$ cat src/rtl/led_pkg.sv
// Shared encodings, seed values and helpers for the LED pattern sequencer.
package led_pkg;

  typedef enum logic [1:0] {
    MODE_SHL    = 2'd0,
    MODE_SHR    = 2'd1,
    MODE_BOUNCE = 2'd2,
    MODE_BLINK  = 2'd3
  } mode_e;

  localparam logic [7:0] SEED_SHL   = 8'h01;
  localparam logic [7:0] SEED_SHR   = 8'h80;
  localparam logic [7:0] SEED_BLINK = 8'hFF;

  localparam logic DIR_LEFT  = 1'b0;
  localparam logic DIR_RIGHT = 1'b1;

  function automatic logic is_onehot(input logic [7:0] v);
    return (v != 8'h00) && ((v & (v - 8'h01)) == 8'h00);
  endfunction

endpackage

$ cat src/rtl/led_tick_gen.sv
// Programmable prescaler: one-cycle tick every (DIV >> iSPEED) enabled cycles.
module led_tick_gen #(
  parameter int DIV   = 524288,
  parameter int CNT_W = 19
) (
  input  logic       iCLK,
  input  logic       iRST_N,
  input  logic       iEN,
  input  logic [1:0] iSPEED,
  output logic       oTICK
);

  localparam logic [CNT_W:0]   DIV_V   = DIV[CNT_W:0];
  localparam logic [CNT_W:0]   LIM_ONE = 1;
  localparam logic [CNT_W-1:0] CNT_ONE = 1;

  logic [CNT_W-1:0] cnt_q, cnt_d;
  logic [CNT_W:0]   lim;
  logic             tick;

  // >= rather than == so a speed-up past the current count ticks at once
  always_comb begin
    lim   = (DIV_V >> iSPEED) - LIM_ONE;
    tick  = 1'b0;
    cnt_d = cnt_q;
    if (iEN) begin
      if ({1'b0, cnt_q} >= lim) begin
        tick  = 1'b1;
        cnt_d = '0;
      end else begin
        cnt_d = cnt_q + CNT_ONE;
      end
    end
  end

  always_ff @(posedge iCLK or negedge iRST_N) begin
    if (!iRST_N) cnt_q <= '0;
    else         cnt_q <= cnt_d;
  end

  assign oTICK = tick;

endmodule

$ cat src/rtl/led_pattern_ctrl.sv
// LED bank sequencer: prescaled ticks or single steps advance a walk/bounce/blink pattern.
module led_pattern_ctrl
  import led_pkg::*;
#(
  parameter int DIV   = 524288,
  parameter int CNT_W = 19
) (
  input  logic       iCLK,
  input  logic       iRST_N,
  input  logic       iRUN,
  input  logic       iSTEP,
  input  logic [1:0] iMODE,
  input  logic [1:0] iSPEED,
  output logic [7:0] oLED,
  output logic       oTICK
);

  mode_e      mode_q, mode_d, mode_in;
  logic       dir_q, dir_d;
  logic [7:0] led_q, led_d;
  logic       tick_q, tick_d;
  logic       tick, adv;

  led_tick_gen #(.DIV(DIV), .CNT_W(CNT_W)) u_tick (
    .iCLK   (iCLK),
    .iRST_N (iRST_N),
    .iEN    (iRUN),
    .iSPEED (iSPEED),
    .oTICK  (tick)
  );

  always_ff @(posedge iCLK or negedge iRST_N) begin
    if (!iRST_N) begin
      mode_q <= MODE_SHL;
      dir_q  <= DIR_LEFT;
      led_q  <= SEED_SHL;
      tick_q <= 1'b0;
    end else begin
      mode_q <= mode_d;
      dir_q  <= dir_d;
      led_q  <= led_d;
      tick_q <= tick_d;
    end
  end

  always_comb begin
    mode_in = mode_e'(iMODE);
    adv     = iRUN ? tick : iSTEP;
    mode_d  = mode_q;
    dir_d   = dir_q;
    led_d   = led_q;
    tick_d  = adv;
    if (adv) begin
      mode_d = mode_in;
      // A mode change re-seeds instead of stepping
      if (mode_in != mode_q) begin
        unique case (mode_in)
          MODE_SHL:    led_d = SEED_SHL;
          MODE_SHR:    led_d = SEED_SHR;
          MODE_BOUNCE: begin led_d = SEED_SHL; dir_d = DIR_LEFT; end
          default:     led_d = SEED_BLINK;
        endcase
      end else begin
        unique case (mode_q)
          MODE_SHL:
            led_d = is_onehot(led_q) ? {led_q[6:0], led_q[7]} : SEED_SHL;
          MODE_SHR:
            led_d = is_onehot(led_q) ? {led_q[0], led_q[7:1]} : SEED_SHR;
          MODE_BOUNCE: begin
            if (!is_onehot(led_q)) begin
              led_d = SEED_SHL;
              dir_d = DIR_LEFT;
            end else if (dir_q == DIR_LEFT) begin
              if (led_q == 8'h80) begin
                led_d = 8'h40;
                dir_d = DIR_RIGHT;
              end else begin
                led_d = led_q << 1;
              end
            end else begin
              if (led_q == 8'h01) begin
                led_d = 8'h02;
                dir_d = DIR_LEFT;
              end else begin
                led_d = led_q >> 1;
              end
            end
          end
          default: begin
            if (led_q == 8'hFF)      led_d = 8'h00;
            else if (led_q == 8'h00) led_d = 8'hFF;
            else                     led_d = SEED_BLINK;
          end
        endcase
      end
    end
  end

  assign oLED  = led_q;
  assign oTICK = tick_q;

endmodule

$ cat config.mk
export PLATFORM = sky130hd
export DESIGN_NAME = led_pattern_ctrl
export DESIGN_NICKNAME = d
export VERILOG_FILES = /design/src/rtl/led_pkg.sv /design/src/rtl/led_tick_gen.sv /design/src/rtl/led_pattern_ctrl.sv
export SDC_FILE = /design/constraint.sdc
export NUM_CORES = 1
export LEC_CHECK = 0
export CAP_MARGIN = 30
export CORE_MARGIN = 8
export CORE_UTILIZATION = 39
export CTS_BUF_LIST = sky130_fd_sc_hd__clkbuf_4 sky130_fd_sc_hd__clkbuf_8
export CTS_CLUSTER_DIAMETER = 60
export DETAILED_ROUTE_END_ITERATION = 12
export GPL_TIMING_DRIVEN = 0
export PLACE_DENSITY_LB_ADDON = 0.1
export SETUP_SLACK_MARGIN = 0.3
export SYNTH_ARGS = -nofsm -noshare
export SYNTH_HDL_FRONTEND = slang
export SYNTH_SLANG_ARGS = --single-unit
$ cat constraint.sdc
create_clock -name iCLK -period 4.6 [get_ports iCLK]
set_input_delay 0.92 -clock iCLK [delete_from_list [all_inputs] [get_ports iCLK]]
set_output_delay 0.92 -clock iCLK [all_outputs]
set_load 0.005 [all_outputs]
==> results of run 1 <==
-- layer usage --
metal	global-route usage, %	part of all wire (%)	up-vias
met4	5.938	1.1	0
li1	-	-	884
met5	0	0	-
met1	15.00	46	815
met3	3.377	3.9	5
met2	22.98	49	33
-- state kept, by name, summed over array words and instances (netlist names) --
register      cells
dir_q             1
mode_q            2
oLED              8
oTICK             1
u_tick.cnt_q     19
-- power by group through the flow --
stage	registers (W)	clock network [W]	logic [W]
final	0.000355	0.000245	0.000281
after global routing	0.000363	0.000263	0.000315
after CTS	0.000355	0.000254	0.000282
after detailed placement	0.000360	0	0.000281
after global placement	0.000358	0	0.000282
after floorplan	0.000354	0	0.000188
-- worst paths after layout --
path | start | end | depth (start not counted)
hold / removal | u_tick.cnt_q[0] | u_tick.cnt_q[0] | 1
min in group asynchronous | iRST_N | u_tick.cnt_q[0] | 1
max in group asynchronous | iRST_N | oLED[3] | 1
hold reg to reg | u_tick.cnt_q[0] | u_tick.cnt_q[0] | 1
setup / recovery | iSPEED[1] | u_tick.cnt_q[9] | 10
setup reg to reg | oLED[4] | dir_q | 6
-- through the flow --
stage	cells	utilization, %
finish	326	46.60
global route	326	46.60
detailed placement	318	44.54
CTS	326	46.60
floorplan	233	-
global placement	318	44.64
-- cells by family (layout without fill, tap and decap cells) --
family	after synthesis	count (layout)	synth area share [%]
flops	31	31	38.60
fa+ha+maj	5	5	2.983
mux	5	5	2.486
buf+inv	22	45	4.909
simple gates	104	104	26.23
compound gates	49	49	17.40
xor+xnor	17	17	7.396
-- area by class of cell --
cell class | count | area (um^2)
fillers | 510 | 2693
multi-input cells | 180 | 1137
flip-flops and latches | 31 | 777.0
repair buffers | 15 | 145.1
clock buffers | 8 | 103.9
well taps | 70 | 87.58
plain buffers | 15 | 72.57
inverters | 7 | 26.28
-- layout by cell type (no fill, tap or decap), types with 2 or more instances in the layout --
master            n
a2111oi_0         2
a211o_2           2
a21oi_1           9
a22o_1            4
a2bb2oi_1         2
and2_1            3
and3_1            3
and4_1            3
buf_2             4
clkbuf_1          9
clkbuf_8          7
clkdlybuf4s50_1  14
dfrtp_1          30
ha_1              4
inv_1             6
mux2i_1           5
nand2_1          23
nand2b_1          3
nand3_1           6
nand4_1          13
nor2_1           33
nor2b_1           4
nor3_1            4
o211ai_1          2
o21ai_0           9
o311ai_1          2
or4_1             2
or4_4             2
xnor2_1           7
xor2_1           10
-- worst max-delay path, delay by kind of cell --
| family | cells | cell delay (ns) |
|---|---|---|
| buffers and inverters | 3 | 0.97 |
| AOI/OAI and AO/OA | 1 | 0.26 |
| and+or+nand+nor | 5 | 0.95 |
| adders and majority gates | 1 | 0.27 |
-- Yosys cell counts (2+ instances only) --
library cell  instances  area (um^2)
or4_4                 2        22.52
a21oi_1               9        45.04
nand4_1              13        81.33
o21ai_0               9        45.04
nor2b_1               4        25.02
a2111oi_0             2        17.52
nand2_1              23        86.33
o311ai_1              2        17.52
buf_2                 3        15.01
clkbuf_1              9        33.78
nor2_1               33        123.9
xnor2_1               7        61.31
ha_1                  4        50.05
inv_1                 6        22.52
dfrtp_1              30        750.7
o211ai_1              2        15.01
a211o_2               2        20.02
nor3_1                4        20.02
a2bb2oi_1             2        17.52
and2_1                3        18.77
xor2_1               10        87.58
or4_1                 2        15.01
a22o_1                4        35.03
nand2b_1              3        18.77
and4_1                3        26.28
and3_1                3        18.77
nand3_1               6        30.03
mux2i_1               5        50.05
==> summary.md, run 1 <==
| Metric | Value |
|---|---|
| Clock latency on the worst-skew pair | `0.28 ns` |
| Initial core utilization | `~40%` |
| Critical Path End Type | `flip-flop` |
| Worst slack at placement | `1.038 ns` |
| Top_reg_cell synth | `dfrtp_1` |
| TritonCTS clock tree | `yes` |
| Synth Area per Inst | `roughly 8.6 um^2` |
| Post-route DRC | `0` |
| CTS Buf Count | `5` |
| Hold buffers post-CTS | `0` |
| Global-route wire length before repair | `between 8000 and 9000 um` |
| Post-place instance area | `~2200 um^2` |
| Largest net degree at the start of global routing | `32` |
| Port bufs | `15` |
| Internal cell power | `just under 0.0006 W` |
| Post-route setup slack | `around 1.4 ns` |
| Clock Tree Buf Depth | `2` |
| Max-slew violation count | `0` |
| Setup TNS | `0 ns` |
| Die Wd | `just under 90 um` |
| Routability cong. | `0.8235` |
| Synth Net Count | `between 200 and 250` |
| Die area | `roughly 7700 um^2` |
| Syn-to-layout area delta | `16.72%` |
| Leak pwr | `~0.99 nW` |
| Final Hold Viols | `0` |
| WL/cell | `14.28 um` |
| Fmax | `roughly 0.31 GHz` |
| # resized after CTS | `0` |
| Total global-route track usage | `around an eighth` |
| Most frequent CP cell | `and2_1` |
| Register area share after synthesis | `38.60%` |
| Routed vias/inst | `5.328` |
| Synth Cell Area | `2013 um^2` |
| Io pins | `17` |
| CTS Root Cell | `clkbuf_8` |
| CP max-delay cell | `clkdlybuf4s50_1` |
| Worst-margin pin slew | `between 0.7 and 0.8 ns` |
| Worst hold slack | `slightly above 0.5 ns` |
| Post-route minimum period | `around 3.2 ns` |
| Worst Path Arrival | `approximately 3.4 ns` |
| Flop pwr share | `about two fifths` |
| Final #Nets | `~270` |
| Status | `completed` |
| Reg clk slew, reported paths | `0.07 ns` |
| Overall Power | `~0.00088 W` |
| Die height | `roughly 90 um` |
| #FFs+latches synth | `31` |
| Remaining Overflow, GRT | `0` |
| Distinct cells, synth | `56` |
| Synth Warn # | `0` |
| Psw | `~0.00030 W` |
| Clock power share | `roughly 28%` |
| Row count | `26` |
| CTS Sinks | `31` |
| Htree depth | `2` |
| Design Area, Final | `~2300 um^2` |
| WS Path Type | `primary input to flip-flop` |
| CP cell instances | `clkdlybuf4s50_1 -> and2_1 -> ha_1 -> nand4_1 -> or4_1 -> a21oi_1 -> and2_1 -> clkbuf_1 -> buf_2 -> nor2_1` |
| Tcrit/Tclk final | `70.12%` |
| Setup slack, reg-to-reg | `2.16 ns` |
| RSZ-0062 raised after global routing | `false` |
| Layout cell share with drive strength beyond 1 | `8.984%` |
| Total of max-cap violations | `0` |
| Worst path required time | `about 4.8 ns` |
| Via count | `approximately 1,700` |
| Ant diodes | `0` |
| Final WL | `about 4700 um` |
| Post-DP HPWL | `3427 um` |
| Initial DRC count | `66` |
| Antenna Nets Post-Route | `0` |
| Crit-path max FO | `10` |
| Crit-path max cell delay | `~0.43 ns` |
| Max Clock Skew | `0.003970 ns` |
| Initial antenna violation count | `0` |
| Maximum vdd drop | `around 0.16 mV` |
| CP Launch Type | `primary input` |
| Slew margin rel. | `between 40% and 50%` |
| Core ar. | `5042 um^2` |
| Setup repair bufs after CTS | `0` |
| Min-delay worst type | `flip-flop to flip-flop` |
| Post-synth ARST share | `100.0%` |
| Sw Ratio | `between 30 and 40%` |
| Vias in the first global route | `approximately 1,700` |
| Synth Instances | `233` |
| PwrDens | `~380 nW/um^2` |
| Finish-stage setup viols | `0` |
| Drt first pass iters | `4` |
| Combinational power share | `roughly a third` |
| Number of synthesized flops with an enable pin | `0` |
No activity file was read; power rests on OpenSTA's default activity.
==> inputs of run 2 (changes only) <==
Clock period 4.6 ns to 2.81 ns, I/O delays scaled along.
==> run 2 against run 1 <==
Critical path depth is 1 lower; via count is 2.2% higher; sequential cell count unchanged; design area is 4.1% higher; core utilization grew 1.9 points; register-to-register slack worse by 1.7 ns; combinational power rose by 69%; highest routed layer unchanged; routed wire length up 2.3%.
==> summary.md, run 2 (synthesized netlist as in run 1, its figures left out) <==
| Metric | Value |
|---|---|
| Die height | `roughly 88 um` |
| Final Hold Viols | `0` |
| Post-route DRC | `0` |
| Largest net degree at the start of global routing | `32` |
| RSZ-0062 raised after global routing | `false` |
| Worst Path Arrival | `2.58 ns` |
| Global-route wire length before repair | `approximately 8100 um` |
| WL/cell | `14.53 um` |
| Post-Layout Cell Count | `about 330` |
| Row count | `26` |
| Htree depth | `2` |
| Leak pwr | `approximately 1.0 nW` |
| Remaining Overflow, GRT | `0` |
| Via count | `1,776` |
| Worst path required time | `2.97 ns` |
| Max reg flops | `19` |
| Total of max-cap violations | `0` |
| Most flops, register | `u_tick.cnt_q` |
| Setup slack, reg-to-reg | `0.42 ns` |
| Clock Tree Buf Depth | `2` |
| Clock power share | `between 20% and 30%` |
| CP Launch Type | `primary input` |
| Final WL | `between 4000 and 5000 um` |
| Sw Ratio | `roughly a third` |
| Initial core utilization | `39.93%` |
| Slew margin rel. | `around 53%` |
| Core ar. | `slightly above 5000 um^2` |
| Flop pwr share | `39.8%` |
| Critical Path End Type | `flip-flop` |
| WS Path Type | `primary input to flip-flop` |
| Drt first pass iters | `6` |
| Finish-stage setup viols | `0` |
| Design Area, Final | `2446 um^2` |
| Routed vias/inst | `roughly 5.4` |
| TritonCTS clock tree | `yes` |
| Final #Nets | `around 270` |
| Post-route minimum period | `approximately 2.4 ns` |
| Initial DRC count | `74` |
| CTS Buf Count | `5` |
| Combinational power share | `32.5%` |
| Max Clock Skew | `slightly above 0.005 ns` |
| Post-place instance area | `between 2000 and 2500 um^2` |
| Ant diodes | `0` |
| Reg clk slew, reported paths | `around 0.07 ns` |
| Overall Power | `roughly 0.0015 W` |
| Tcrit/Tclk final | `86.01%` |
| Maximum vdd drop | `between 0.2 and 0.3 mV` |
| Commonest non-fill, non-tap cell in the layout | `nor2_1` |
| Min-delay worst type | `primary input to asynchronous set/reset pin` |
| Antenna Nets Post-Route | `0` |
| Port bufs | `15` |
| Max-slew violation count | `0` |
| Worst-margin pin slew | `about 0.7 ns` |
| Internal cell power | `between 0.0009 and 0.001 W` |
| Io pins | `17` |
| Crit-path max FO | `10` |
| Syn-to-layout area delta | `21.50%` |
| Post-DP HPWL | `~3400 um` |
| Most frequent cells in the layout | `33 x nor2_1, 30 x dfrtp_1, 23 x nand2_1` |
| Status | `completed` |
| Total global-route track usage | `a little over an eighth` |
| Psw | `around 0.00050 W` |
| PwrDens | `597.2 nW/um^2` |
| CTS Sinks | `31` |
| Clock latency on the worst-skew pair | `0.29 ns` |
| Vias in the first global route | `about 1,700` |
| CTS Root Cell | `clkbuf_8` |
| Initial antenna violation count | `0` |
| Routability cong. | `approximately 0.82` |
| Dpl cells | `around 320` |
| Fmax | `about 0.41 GHz` |
| Die area | `between 7000 and 8000 um^2` |
| Die Wd | `87.85 um` |
| Layout cell share with drive strength beyond 1 | `between 10 and 15%` |
[run 2: path summary, 6_finish.rpt]
check / startpoint / endpoint / depth (start not counted)
max: iSPEED[0] / oLED[4] / 9
min: iRST_N / u_tick.cnt_q[2] / 1
max reg2reg: oLED[4] / oLED[5] / 6
min reg2reg: u_tick.cnt_q[0] / u_tick.cnt_q[0] / 1
max in group asynchronous: iRST_N / oLED[7] / 1
min in group iCLK: u_tick.cnt_q[0] / u_tick.cnt_q[0] / 1
[run 2: area by class of cell]
type	count	area, um^2
buffer	15	93.84
clock buffer	8	103.9
fill	502	2596
inverter	7	27.53
multi-input combinational	180	1194
sequential	31	777.0
tap	70	87.58
timing repair buffer	17	162.7
[run 2: worst max-delay path: stages]
cell and delay [ns]:
clkdlybuf4s50_1 0.41, or2_2 0.30, ha_1 0.27, o21a_1 0.14, o22a_1 0.15, nand2_1 0.11
buf_4 0.21, a311oi_4 0.28, a21oi_1 0.12
[run 2: power by group through the flow]
stage / Combinational (W) / Clock [W] / Sequential (W)
after floorplan: 0.000309 / 0 / 0.000579
after global placement: 0.000462 / 0 / 0.000587
after detailed placement: 0.000460 / 0 / 0.000589
after CTS: 0.000464 / 0.000416 / 0.000581
after global routing: 0.000528 / 0.000430 / 0.000594
final: 0.000475 / 0.000405 / 0.000581
[run 2: layer usage]
layer | vias up | track usage (%) | wire, um
li1 | 888 | - | -
met1 | 844 | 14.78 | 2126
met2 | 33 | 23.12 | 2351
met3 | 11 | 3.471 | 194
met4 | 0 | 6.719 | 92
met5 | - | 0 | 0
[run 2: timing repair]
| action | CTS | global route |
|---|---|---|
| pin swaps | 1 | 2 |
| buffers inserted | 1 | 1 |
| endpoints found under the setup margin | 23 | 19 |
| gates resized for setup | 8 | 17 |
| hold buffers | 0 | 0 |
| endpoints found under the hold margin | 0 | 0 |
[run 2: metrics by stage]
stage                     utilization [%]  hold slack [ns]  setup TNS, ns  setup slack [ns]
after CTS                           47.20           0.3465              0            0.3011
after detailed placement            44.54           0.5052         -5.003           -0.3943
after global placement              44.64           0.5069         -5.508           -0.3982
after global routing                48.51           0.3931              0            0.3030
final                               48.51           0.3158              0            0.3932
after floorplan                         -           0.2664              0            0.4272
